<file path="config.mk">
export PLATFORM = sky130hd
export DESIGN_NAME = uart_rx_flat
export DESIGN_NICKNAME = d
export VERILOG_FILES = /design/src/rtl/uart_pkg.sv /design/src/rtl/uart_rx_if.sv /design/src/rtl/sync_2ff.sv /design/src/rtl/uart_rx.sv /design/src/flat_wrapper.sv
export SDC_FILE = /design/constraint.sdc
export NUM_CORES = 1
export LEC_CHECK = 0
export CAP_MARGIN = 15
export CELL_PAD_IN_SITES_DETAIL_PLACEMENT = 0
export CELL_PAD_IN_SITES_GLOBAL_PLACEMENT = 2
export CORE_MARGIN = 8
export CORE_UTILIZATION = 36
export CTS_BUF_LIST = sky130_fd_sc_hd__clkbuf_4
export DETAILED_ROUTE_END_ITERATION = 10
export PLACE_DENSITY = 0.79
export SYNTH_ARGS = -nofsm -noshare
export SYNTH_HDL_FRONTEND = slang
export SYNTH_SLANG_ARGS = --single-unit
</file>
<file path="constraint.sdc">
create_clock -name clk -period 2.5 [get_ports clk]
set_input_delay 0.375 -clock clk [delete_from_list [all_inputs] [get_ports clk]]
set_output_delay 0.375 -clock clk [all_outputs]
set_load 0.1 [all_outputs]
</file>
<file path="src/rtl/uart_pkg.sv">
// uart_pkg: shared UART receive-state encoding and default frame constants
package uart_pkg;
  localparam int DATA_WIDTH_DEF   = 8;
  localparam int CLKS_PER_BIT_DEF = 16;
  typedef enum logic [2:0] {HUNT, IDLE, START, DATA, STOP} rx_state_e;
endpackage

</file>
<file path="src/rtl/uart_rx_if.sv">
// uart_rx_if: AXI-stream style word channel from the receiver to its consumer
interface uart_rx_if import uart_pkg::*; #(
  parameter int DATA_WIDTH = DATA_WIDTH_DEF
);
  logic [DATA_WIDTH-1:0] tdata;
  logic                  tvalid;
  logic                  tready;
  modport master (output tdata, tvalid, input tready);
  modport slave  (input tdata, tvalid, output tready);
endinterface

</file>
<file path="src/rtl/sync_2ff.sv">
// sync_2ff: two-flop synchroniser for an asynchronous single-bit input
module sync_2ff #(
  parameter logic RESET_VAL = 1'b1
) (
  input  logic clk,
  input  logic rst,
  input  logic d,
  output logic q
);
  logic s1_q, s2_q;
  // metastability chain, both stages reset to the idle line level
  always_ff @(posedge clk) begin
    s1_q <= rst ? RESET_VAL : d;
    s2_q <= rst ? RESET_VAL : s1_q;
  end
  assign q = s2_q;
endmodule

</file>
<file path="src/rtl/uart_rx.sv">
// uart_rx: 8N1-style serial receiver presenting words on a valid/ready master
module uart_rx import uart_pkg::*; #(
  parameter int DATA_WIDTH   = DATA_WIDTH_DEF,
  parameter int CLKS_PER_BIT = CLKS_PER_BIT_DEF
) (
  input  logic      clk,
  input  logic      rst,
  input  logic      rxd,
  uart_rx_if.master m_axis,
  output logic      busy,
  output logic      frame_error,
  output logic      overrun_error
);
  localparam int CW = $clog2(CLKS_PER_BIT);
  localparam int IW = $clog2(DATA_WIDTH) + 1;
  localparam logic [CW-1:0] HALF = CW'(CLKS_PER_BIT / 2 - 1);
  localparam logic [CW-1:0] FULL = CW'(CLKS_PER_BIT - 1);
  localparam logic [IW-1:0] LAST = IW'(DATA_WIDTH - 1);

  if (CLKS_PER_BIT % 2 != 0 || CLKS_PER_BIT < 4) begin : g_bad_cpb
    $error("uart_rx: CLKS_PER_BIT must be even and >= 4");
  end

  logic                  rxd_s, tick, good, accept, load;
  rx_state_e             state_q, state_d;
  logic [CW-1:0]         cnt_q, cnt_d;
  logic [IW-1:0]         idx_q, idx_d;
  logic [DATA_WIDTH-1:0] shift_q, shift_d, tdata_q, tdata_d;
  logic [1:0]            hist_q, hist_d;
  logic                  done_q, done_d, tvalid_q, tvalid_d;
  logic                  ferr_q, ferr_d, ovr_q, ovr_d;

  sync_2ff #(.RESET_VAL(1'b1)) u_sync (.clk(clk), .rst(rst), .d(rxd), .q(rxd_s));

  assign tick = cnt_q == '0;

  // hist_q also needs three consecutive highs before HUNT releases, so the
  // reset-value ones still draining out of the synchroniser are not trusted
  always_comb begin
    state_d = state_q;
    cnt_d   = tick ? cnt_q : cnt_q - 1'b1;
    idx_d   = idx_q;
    shift_d = shift_q;
    hist_d  = {hist_q[0], rxd_s};
    done_d  = 1'b0;
    case (state_q)
      HUNT:  state_d = (rxd_s && &hist_q) ? IDLE : HUNT;
      IDLE:  if (!rxd_s) begin
               state_d = START;
               cnt_d   = HALF;
             end
      START: if (tick) begin
               state_d = rxd_s ? IDLE : DATA;
               cnt_d   = FULL;
               idx_d   = '0;
             end
      DATA:  if (tick) begin
               shift_d[idx_q[IW-2:0]] = rxd_s;
               cnt_d   = FULL;
               idx_d   = (idx_q == LAST) ? idx_q : idx_q + 1'b1;
               state_d = (idx_q == LAST) ? STOP : DATA;
             end
      STOP:  if (tick) begin
               state_d = rxd_s ? IDLE : HUNT;
               done_d  = 1'b1;
             end
      default: state_d = HUNT;
    endcase
  end

  // output stage one cycle after the stop sample; hist_q[0] holds that sample
  always_comb begin
    good     = done_q && hist_q[0];
    accept   = tvalid_q && m_axis.tready;
    load     = good && (!tvalid_q || m_axis.tready);
    tvalid_d = load || (tvalid_q && !accept);
    tdata_d  = load ? shift_q : tdata_q;
    ferr_d   = done_q && !hist_q[0];
    ovr_d    = good && tvalid_q && !m_axis.tready;
  end

  // state, counters and output registers
  always_ff @(posedge clk) begin
    if (rst) begin
      state_q  <= HUNT;
      cnt_q    <= '0;
      idx_q    <= '0;
      shift_q  <= '0;
      hist_q   <= '0;
      done_q   <= 1'b0;
      tdata_q  <= '0;
      tvalid_q <= 1'b0;
      ferr_q   <= 1'b0;
      ovr_q    <= 1'b0;
    end else begin
      state_q  <= state_d;
      cnt_q    <= cnt_d;
      idx_q    <= idx_d;
      shift_q  <= shift_d;
      hist_q   <= hist_d;
      done_q   <= done_d;
      tdata_q  <= tdata_d;
      tvalid_q <= tvalid_d;
      ferr_q   <= ferr_d;
      ovr_q    <= ovr_d;
    end
  end

  assign m_axis.tdata  = tdata_q;
  assign m_axis.tvalid = tvalid_q;
  assign busy          = state_q inside {START, DATA, STOP};
  assign frame_error   = ferr_q;
  assign overrun_error = ovr_q;
endmodule
</file>
<file path="src/flat_wrapper.sv">
// flat-port wrapper written by rule: the top's interface ports become plain ports
module uart_rx_flat import uart_pkg::*;
#(
  parameter int DATA_WIDTH   = DATA_WIDTH_DEF,
  parameter int CLKS_PER_BIT = CLKS_PER_BIT_DEF
)
  (clk, rst, rxd, busy, frame_error, overrun_error, m_axis_tdata, m_axis_tvalid, m_axis_tready);
  uart_rx_if #(.DATA_WIDTH(DATA_WIDTH)) m_axis_i ();
  input  logic clk;
  input  logic rst;
  input  logic rxd;
  output logic busy;
  output logic frame_error;
  output logic overrun_error;
  output wire logic [$bits(m_axis_i.tdata)-1:0] m_axis_tdata;
  output wire logic [$bits(m_axis_i.tvalid)-1:0] m_axis_tvalid;
  input wire logic [$bits(m_axis_i.tready)-1:0] m_axis_tready;
  assign m_axis_tdata = m_axis_i.tdata;
  assign m_axis_tvalid = m_axis_i.tvalid;
  assign m_axis_i.tready = m_axis_tready;
  uart_rx #(.DATA_WIDTH(DATA_WIDTH), .CLKS_PER_BIT(CLKS_PER_BIT)) u_core (.clk(clk), .rst(rst), .rxd(rxd), .m_axis(m_axis_i), .busy(busy), .frame_error(frame_error), .overrun_error(overrun_error));
endmodule
</file>
### Word level (Yosys, flattened, before mapping)

Cells that the tools add are included.

| storage, ports and cells | value |
|---|---|
| bits in registers | 35 |
| bits of input ports | 4 |
| output and inout port bits | 12 |

| cells by class | value |
|---|---|
| reduce and logical (&&, ||, !) cells | 25 |
| mux-type cells | 21 |
| $lt $le $gt $ge | 2 |
| add/sub/neg operators | 2 |
| equality and inequality tests | 10 |
| bitwise gates (word level) | 1 |

Operator list:

| operator | number |
|---|---|
| $mux W4 | 6 |
| $pmux W4 S2 | 2 |
| $mux W3 | 5 |
| $pmux W3 S5 | 1 |
| $logic_and A1 B1 Y1 | 9 |
| $bwmux W8 | 1 |
| $reduce_and A4 Y1 | 2 |
| $eq A3 B2 Y1 const B | 2 |
| $ne A2 B1 Y1 const B | 3 |
| $add A4 B1 Y4 const B | 1 |
| $eq A4 B3 Y1 const B | 1 |
| $logic_not A1 Y1 | 4 |
| $logic_not A4 Y1 | 1 |
| $lt A3 B4 Y1 const B | 1 |
| $mux W1 | 4 |
| $ne A2 B2 Y1 const B | 2 |
| $reduce_and A2 Y1 | 2 |
| $reduce_or A2 Y1 | 2 |
| $sub A4 B1 Y4 const B | 1 |
| $demux W1 S3 | 1 |
| $eq A3 B1 Y1 const B | 1 |
| $eq A3 B3 Y1 const B | 1 |
| $ge A3 B1 Y1 const B | 1 |
| $logic_not A3 Y1 | 1 |
| 5 further kinds | 6 |

### Logic depth before layout (Yosys ltp)

Gate-level depths: netlist (run 1).

| logic depth | value |
|---|---|
| depth in word-level cells | 5 |
| depth in mapped cells | 8 |

### Hierarchy

A second synthesis (run 1) with hierarchy kept.

| unflattened totals | value |
|---|---|
| cell total of the unflattened synthesis | 173 |
| area total of the unflattened synthesis | 1,577.8 µm² |

Modules (own cells, without submodules):

| module | instances | seq. area each (µm²) | cells an instance | area each (µm²) |
|---|---|---|---|---|
| uart_rx | 1 | 660.6 | 169 | 1,525.2 |
| sync_2ff | 1 | 40.0 | 4 | 52.6 |

### Worst setup path before layout (run 1)

OpenSTA, ideal clock, no wires.

| timing path | value |
|---|---|
| kind | register -> register |
| start | register u_core.cnt_q[0] |
| end | register u_core.shift_q[4] |
| setup time | 0.072 ns |
| data required time | 2.428 ns |
| stages on the path, launching flop included | 9 |
| slack | 0.533 ns |
| buffers on the path | 1 |
| arrival time | 1.895 ns |
| cell sequence | dfxtp_1 > inv_1 > ha_1 > nor3b_4 > inv_4 > or4_4 > buf_6 > nor3b_2 > mux2i_1 |

| between the ends | value |
|---|---|
| longest elaborated chain between the ends | 2 |

RTL lines:

| what | RTL line | text |
|---|---|---|
| start: declaration | uart_rx.sv:26 | `logic [CW-1:0] cnt_q, cnt_d;` |
| start signal: assignment | uart_rx.sv:97 | `cnt_q <= cnt_d;` |
| $logic_not A4 Y1 | uart_rx.sv:35 | `assign tick = cnt_q == '0;` |
| $reduce_and A2 Y1 (no line) | -- |  |
| end signal: assignment | uart_rx.sv:99 | `shift_q <= shift_d;` |
| end: declaration | uart_rx.sv:28 | `logic [DATA_WIDTH-1:0] shift_q, shift_d, tdata_q, tdata_d;` |

No other way between the ends.
A chain may end at the register's enable or synchronous reset.

### Final worst setup path (run 1)

Ends and elaborated chain as after synthesis.

==> results of run 1 <==
[kinds of logic after synthesis]
group | after synthesis | share of synthesized area
xor gates and xnor gates | 1 | 0.00563
AOI/OAI and AO/OA | 26 | 0.104
DFF | 35 | 0.451
and+or+nand+nor | 71 | 0.267
buffers and inverters | 16 | 0.0451
muxes | 16 | 0.104
adders and majority gates | 3 | 0.0241
[sequential cells by signal, summed over array words and instances (netlist names)]
register and count:
u_core.u_sync.q 1, u_core.done_q 1, u_core.overrun_error 1, u_core.cnt_q 4, u_core.shift_q 8, u_core.m_axis.tvalid 1
u_core.frame_error 1, u_core.u_sync.s1_q 1, u_core.m_axis.tdata 8, u_core.idx_q 4, u_core.state_q 3, u_core.hist_q 2
[worst paths after layout]
path | from | end | cells past startpoint
setup / recovery | u_core.cnt_q[0] | u_core.shift_q[4] | 7
hold / removal | u_core.u_sync.s1_q | u_core.u_sync.q | 1
setup reg to reg | u_core.cnt_q[0] | u_core.shift_q[4] | 7
hold reg to reg | u_core.u_sync.s1_q | u_core.u_sync.q | 1
[synthesized netlist by cell type, drive strengths merged]
cell type,n,area share
o22a,2,0.011
or2b,1,0.0048
o21ba,1,0.0064
nor3b,4,0.033
o21ai,6,0.019
and4b,1,0.0064
nand2b,12,0.048
nor2,16,0.039
a31oi,1,0.0040
nor2b,6,0.024
nand2,10,0.024
or2,2,0.0080
or4,1,0.0072
buf,1,0.0072
inv,5,0.014
nand4,2,0.0080
xnor2,1,0.0056
nand3,3,0.0097
a211oi,2,0.0097
and3b,1,0.0056
mux2,1,0.0072
a311oi,1,0.0056
and4,1,0.0056
o31ai,2,0.0097
nor3,8,0.029
a211o,1,0.0056
mux2i,15,0.097
ha,3,0.024
nand3b,3,0.014
clkbuf,10,0.024
a21oi,10,0.032
dfxtp,35,0.45
[final cells by class]
cell class	instances	area (sq um)	share of cell area
multi-input combinational	117	785	0.445
sequential	35	701	0.397
timing repair buffer	17	135	0.0766
tap	52	65.1	0.0369
clock buffer	6	45.0	0.0255
inverter	5	21.3	0.0121
clock inverter	2	12.5	0.00709
[power groups by stage]
stage                     Combinational [mW]  Clock (mW)  Sequential (mW)
after floorplan                        0.217           0            0.624
after global placement                 0.249           0            0.632
after detailed placement               0.263           0            0.634
after CTS                              0.265       0.331            0.622
after global routing                   0.303       0.351            0.627
final                                  0.261       0.309            0.621
[per-stage QoR]
stage	setup slack (ns)	utilization	hold slack (ns)	cell area [sq um]	power, mW
floorplan	0.533	-	0.389	1560	0.841
global placement	0.486	0.400	0.402	1710	0.881
detailed placement	0.419	0.400	0.405	1710	0.897
CTS	0.356	0.414	0.438	1760	1.22
global route	0.207	0.414	0.463	1760	1.28
finish	0.372	0.414	0.432	1760	1.19
[worst max-delay path: cells and delay by family (launching register included)]
| kind | cells | cell delay, ns |
|---|---|---|
| buffers and inverters | 2 | 0.16 |
| and+or+nand+nor | 3 | 1.16 |
| muxes | 1 | 0.19 |
| adders and majority gates | 1 | 0.20 |
| DFF | 1 | 0.35 |
[metal layers]
layer  vias to the layer above  global-route usage  wire (microns)
met2                        22               0.185            1610
met5                         -                   0               0
met4                         0              0.0579              68
li1                        609                   -               -
met3                         7              0.0383             121
met1                       567               0.130            1520
==> out/qor.yml, run 1 <==
outcome:
  status: "finished, final reports clean"
synthesis:
  syn_inst: 168
  synth.avg_cell_area_sq_um: 9.26
  yosys_warnings: 0
  syn_area_sq_um: 1560
  ys_ff_latch: 35
  synth-seq-area-share: 0.451
  synth_cell_types: 37
  syn_nets: 175
clocking:
  htreeDepth: 2
  clock-sinks: 35
  cts_resized: 0
  hold_buffers: 0
  clk_root_buffer_cell: "clkbuf_4"
  clk_pin_slew_ns: 0.11
  cts_buffers: 5
  insertion_delay_ns: 0.34
  tritoncts: "built"
  postCtsSetupRepairBufs: 0
  clk_path_buf_depth: 2
die:
  ios: 16
  start_util: 0.365
  dieHeight_microns: 81.7
  num_rows: 24
  coreArea_sq_um: 4260
  die_area_sq_um: 6680
  die_w_microns: 81.7
critical_path:
  worst_setup_path_start_kind: "register"
  cp.arrival_ns: 2.40
  end_kind: "register"
  crit_slowest_cell: "or4_4"
  critPathMaxFanout: 7
  path_cells: "inv_1 -> ha_1 -> nor3b_4 -> inv_4 -> or4_4 -> nor3b_2 -> mux2i_1"
  required_ns: 2.77
  worst-setup-path-type: "register to register"
  critical_path.max_stage_delay_ns: 0.55
  reg2reg_slack_ns: 0.37
placed_design:
  place_congestion: 0.785
  io_buffers: 15
  placed_cells: 226
  hpwl_mm: 2.35
power:
  p_switching_uw: 363
  switching_share: 0.305
  p_leak_nw: 0.673
  p_per_area_nw_per_um2: 676
  pwr-share-clk: 0.259
  combPwrFrac: 0.219
  vdd_drop_max_uv: 341
  sequentialPowerShare: 0.521
  p_int_uw: 829
route:
  post-route-drc-count: 0
  ant_nets: 0
  wl_mm: 3.32
  drt_pass1_iterations: 4
  vias: 1205
  drt_iter0_drc: 79
  vias_per_cell: 5.15
  wl_per_cell_microns: 14.2
sta:
  skew_ns: 0.00894
  setup_viol: 0
  relSlewSlack: 0.675
  layout_min_cycle_time_ns: 2.13
  slew_viol_final: 0
  fmax_ghz: 0.470
  rsz0062_at_grt: "no"
  period_share: 0.851
  finalSetupTns_ns: 0
  final-hold-violation-count: 0
  worst_pin_slew_ns: 0.487
global_route:
  grt_pass1_vias: 1258
  antenna_found_initial: 0
  grt-ovfl-total: 0
  grt_max_degree: 27
  grt_use_total: 0.114
  grt_pass1_wl_mm: 5.82
min_path:
  hold_class: "register to register"
cells_and_area:
  n_fill_cell: 426
  nets: 188
  finalNonFillerCells: 234
  final_common_cell: "dfxtp_1"
  syn_to_final_growth_pct: 13.4
  final_cell_mix: "35 x dfxtp_1, 16 x nor2_1, 15 x mux2i_1"
  diodes: 0
  drive_gt1_frac: 0.176
run:
  drv_cap: 0
(Power assumes the default switching activity.)
==> inputs of run 2 (changes only) <==
--- a/config.mk
+++ b/config.mk
@@ -13,6 +13,7 @@
 export CTS_BUF_LIST = sky130_fd_sc_hd__clkbuf_4
 export DETAILED_ROUTE_END_ITERATION = 10
 export PLACE_DENSITY = 0.79
+export SKIP_CTS_REPAIR_TIMING = 1
 export SYNTH_ARGS = -nofsm -noshare
 export SYNTH_HDL_FRONTEND = slang
 export SYNTH_SLANG_ARGS = --single-unit
==> constraint.sdc (replaced) <==
create_clock -name clk -period 2.05 [get_ports clk]
set_input_delay 0.3075 -clock clk [delete_from_list [all_inputs] [get_ports clk]]
set_output_delay 0.3075 -clock clk [all_outputs]
set_load 0.1 [all_outputs]
==> run 2 against run 1 <==
Critical path depth stayed put. Sequential share of layout area is 1.0 points lower. Routed wire length down 2.0%. Global-route usage shrank 0.63 points. Clock power increased by 14%. Hold slack got worse by 0.013 ns. Final cell count increased by 2.1%. Die area unchanged. Critical path type unchanged.
==> out/qor.yml, run 2 (same netlist as run 1, synthesis figures left out) <==
critical_path:
  reg2reg_depth: 7
  r2r-start: "u_core.cnt_q[0]"
  crit_family: "simple AND/OR/NAND/NOR gates"
  required_ns: 2.31
  worst_setup_path_start_kind: "register"
  reg2reg_slack_ns: 0.11
  path_buf_inv: 2
  critPathMaxFanout: 7
  crit_slowest_cell: "or4_4"
  worst-setup-path-type: "register to register"
  critical_path.max_stage_delay_ns: 0.54
  path_cells: "inv_1 -> ha_2 -> nor3b_4 -> inv_4 -> or4_4 -> nor3b_2 -> mux2i_1"
  end_kind: "register"
  rr_endpoint: "u_core.shift_q[4]"
  cp.arrival_ns: 2.20
route:
  vias: 1216
  post-route-drc-count: 0
  wl_per_cell_microns: 13.6
  ant_nets: 0
  vias_per_cell: 5.09
  drt_pass1_iterations: 4
  drt_iter0_drc: 72
  wl_mm: 3.26
die:
  die_area_sq_um: 6680
  dieHeight_microns: 81.7
  start_util: 0.365
  coreArea_sq_um: 4260
  ios: 16
  die_w_microns: 81.7
  num_rows: 24
clocking:
  tritoncts: "built"
  htreeDepth: 2
  clk_path_buf_depth: 2
  clock-sinks: 35
  insertion_delay_ns: 0.33
  clk_pin_slew_ns: 0.10
  clk_root_buffer_cell: "clkbuf_4"
  cts_buffers: 5
power:
  p_leak_nw: 0.694
  vdd_drop_max_uv: 306
  p_per_area_nw_per_um2: 817
  pwr-share-clk: 0.237
  switching_share: 0.303
  p_int_mw: 1.03
  p_switching_uw: 448
  combPwrFrac: 0.253
  sequentialPowerShare: 0.510
cells_and_area:
  syn_to_final_growth_pct: 16.5
  diodes: 0
  fin_util: 0.425
  drive_gt1_frac: 0.193
  final_cell_mix: "35 x dfxtp_1, 18 x buf_4, 16 x nor2_1"
  finish.instance_area_sq_um: 1810
  nets: 193
  finalNonFillerCells: 239
  final_common_cell: "dfxtp_1"
  n_fill_cell: 427
sta:
  fin_ws_ns: 0.114
  skew_ns: 0.00589
  finalSetupTns_ns: 0
  worst_pin_slew_ns: 0.490
  period_share: 0.944
  rsz0062_at_grt: "no"
  slew_viol_final: 0
  setup_viol: 0
  fmax_ghz: 0.517
  relSlewSlack: 0.673
  final-hold-violation-count: 0
  layout_min_cycle_time_ns: 1.94
min_path:
  whs_endpoint: "u_core.u_sync.q"
  hold_depth: 1
  hold_class: "register to register"
  min_from: "u_core.u_sync.s1_q"
global_route:
  grt_pass1_wl_mm: 5.64
  grt-ovfl-total: 0
  grt_max_degree: 27
  antenna_found_initial: 0
  grt_pass1_vias: 1242
  grt_use_total: 0.107
placed_design:
  io_buffers: 15
  placed_area_sq_um: 1750
  placed_cells: 230
  hpwl_mm: 2.34
  place_congestion: 0.793
  dpl_worst_slack_ns: 0.128
run:
  drv_cap: 0
outcome:
  status: "finished, final reports clean"
run 2: worst max path at each step:
| stage | from | to | slack [ns] | cells after the start |
|---|---|---|---|---|
| 6_report | u_core.cnt_q[0] | u_core.shift_q[4] | 0.11 | 7 |
| 5_1_grt | u_core.cnt_q[1] | u_core.shift_q[4] | 0.01 | 7 |
| 4_1_cts | u_core.cnt_q[0] | u_core.shift_q[4] | 0.09 | 7 |
| 3_5_place_dp | u_core.cnt_q[0] | u_core.shift_q[2] | 0.13 | 7 |
| 3_3_place_gp | u_core.cnt_q[0] | u_core.shift_q[4] | 0.17 | 7 |
| 2_1_floorplan | u_core.cnt_q[0] | u_core.shift_q[4] | 0.08 | 8 |
run 2: routing by layer:
layer / global-route usage / share of wire / up-vias
met3: 0.0361 / 0.040 / 6
li1: - / - / 618
met4: 0.0421 / 0.016 / 0
met5: 0 / 0 / -
met2: 0.189 / 0.50 / 17
met1: 0.116 / 0.44 / 575
run 2: stage by stage:
step | hold slack (ns) | total power, mW
after global placement | 0.400 | 1.10
after global routing | 0.443 | 1.59
after detailed placement | 0.397 | 1.11
after CTS | 0.424 | 1.48
final | 0.419 | 1.48
after floorplan | 0.389 | 1.03
run 2: final cells by class:
type | instances | area (sq um) | share of cell area
Tap cell | 52 | 65.1 | 0.0359
Inverter | 5 | 21.3 | 0.0117
Clock buffer | 5 | 37.5 | 0.0207
Sequential cell | 35 | 701 | 0.387
Timing Repair Buffer | 22 | 185 | 0.102
Clock inverter | 3 | 15.0 | 0.00829
Multi-Input combinational cell | 117 | 787 | 0.434
run 2: power groups by stage:
stage	Combinational, mW	Clock (mW)	Sequential, mW
floorplan	0.265	0	0.761
global placement	0.337	0	0.767
detailed placement	0.343	0	0.770
CTS	0.347	0.374	0.755
global route	0.430	0.398	0.761
finish	0.375	0.351	0.755
==> patch: new RTL, settings of run 1 <==
Change the package constant `CLKS_PER_BIT_DEF` from 16 to 64.
--- a/src/rtl/uart_pkg.sv
+++ b/src/rtl/uart_pkg.sv
@@ -1,7 +1,7 @@
 // uart_pkg: shared UART receive-state encoding and default frame constants
 package uart_pkg;
   localparam int DATA_WIDTH_DEF   = 8;
-  localparam int CLKS_PER_BIT_DEF = 16;
+  localparam int CLKS_PER_BIT_DEF = 64;
   typedef enum logic [2:0] {HUNT, IDLE, START, DATA, STOP} rx_state_e;
 endpackage
 
Check against the original RTL: no difference found for any inputs over 10 cycles, from zero or initial values and one cycle with rst high; that may be too few to reach the edited logic, so the function may still have changed.
==> patch against run 1 <==
Setup slack better by 110 ps; cell area up 8.5%; total power up 19%; die area up 7.3%; area after synthesis up 9.2%; global-route usage down 0.77 points; sequential power up 9.7%; routed wire length up 6.2%; clock power up 4%; sequential cell count up 2; sequential share of layout area down 1.0 points; critical path type unchanged.
==> patch: results (changes against run 1) <==
Syn avg cell area - 9.18 um2 (was 9.26 um2)
CP Data Arrival Time - 2230 ps (was 2400 ps)
GRT Total Usage - 10.6% (was 11.4%)
Met1 usage - 12.3% (was 13.0%)
Dpl ws - 505 ps (was 419 ps)
Post-synthesis sequential area ratio - 43.6% (was 45.1%)
Vias in the first global route - 1342 (was 1258)
M3 GR Usage - 3.71% (was 3.83%)
Met1 WL - 1650 um (was 1520 um)
Cell leakage power - 0.723 nW (was 0.673 nW)
Tightest Pin Transition - 725 ps (was 487 ps)
R2R Setup Slk - 480 ps (was 370 ps)
Post-Route Skew - 9.00 ps (was 8.94 ps)
Routability congestion estimate from global placement - 0.782 (was 0.785)
CP max FO - 11 (was 7)
Fill cell count - 485 (was 426)
Synth Area in Adders - 2.21% (was 2.41%)
XOR/XNOR share of the synthesized area - 1.03% (was 0.563%)
VDD IR-drop max - 317 uV (was 341 uV)
Iter 0 DRT Violations - 83 (was 79)
Met2 wire len - 1690 um (was 1610 um)
Vias - 1339 (was 1205)
Layout cells sized above 1 - 16.1% (was 17.6%)
First-pass GRT wire length - 6130 um (was 5820 um)
Worst-case reg-to-reg path depth - 8 (was 7)
Per-cell routed wire length - 14.0 um (was 14.2 um)
Reg2reg end - u_core.cnt_q[0]$_SDFF_PP0_ (was u_core.shift_q[4]$_SDFFE_PP0P_)
Slowest Stage Delay on Critical Path - 490 ps (was 550 ps)
Area of placed instances - 1850 um2 (was 1710 um2)
Outcome - completed (unchanged)
==> patch: changes by cell type in the layout (fill, tap and decap cells not counted), sizes merged, moves of 2 or more <==
cell	delta
a21oi	+3
xor2	+2
nor4b	+2
o21ai	-2
o211ai	+2
o32ai	+2
o22a	-2
nor3	-3
buf	+2
nor4	+2
nor2b	-2
dfxtp	+2
nand3	+3
==> patch: where the power goes <==
part | internal (mW) | switching (mW) | total, mW | leakage [nW]
Clock | 0.133 | 0.188 | 0.321 | 0.0324
Combinational | 0.176 | 0.235 | 0.411 | 0.390
Sequential | 0.633 | 0.0477 | 0.681 | 0.300
==> patch: layout make-up <==
cell class,instances,area (um2),share of cell area (%)
clock buffer,7,52.6,2.75
clock inverter,1,7.51,0.392
inverter,6,22.5,1.18
multi-input combinational,129,873,45.6
sequential,37,741,38.7
tap,54,67.6,3.53
timing repair buffer,19,150,7.84
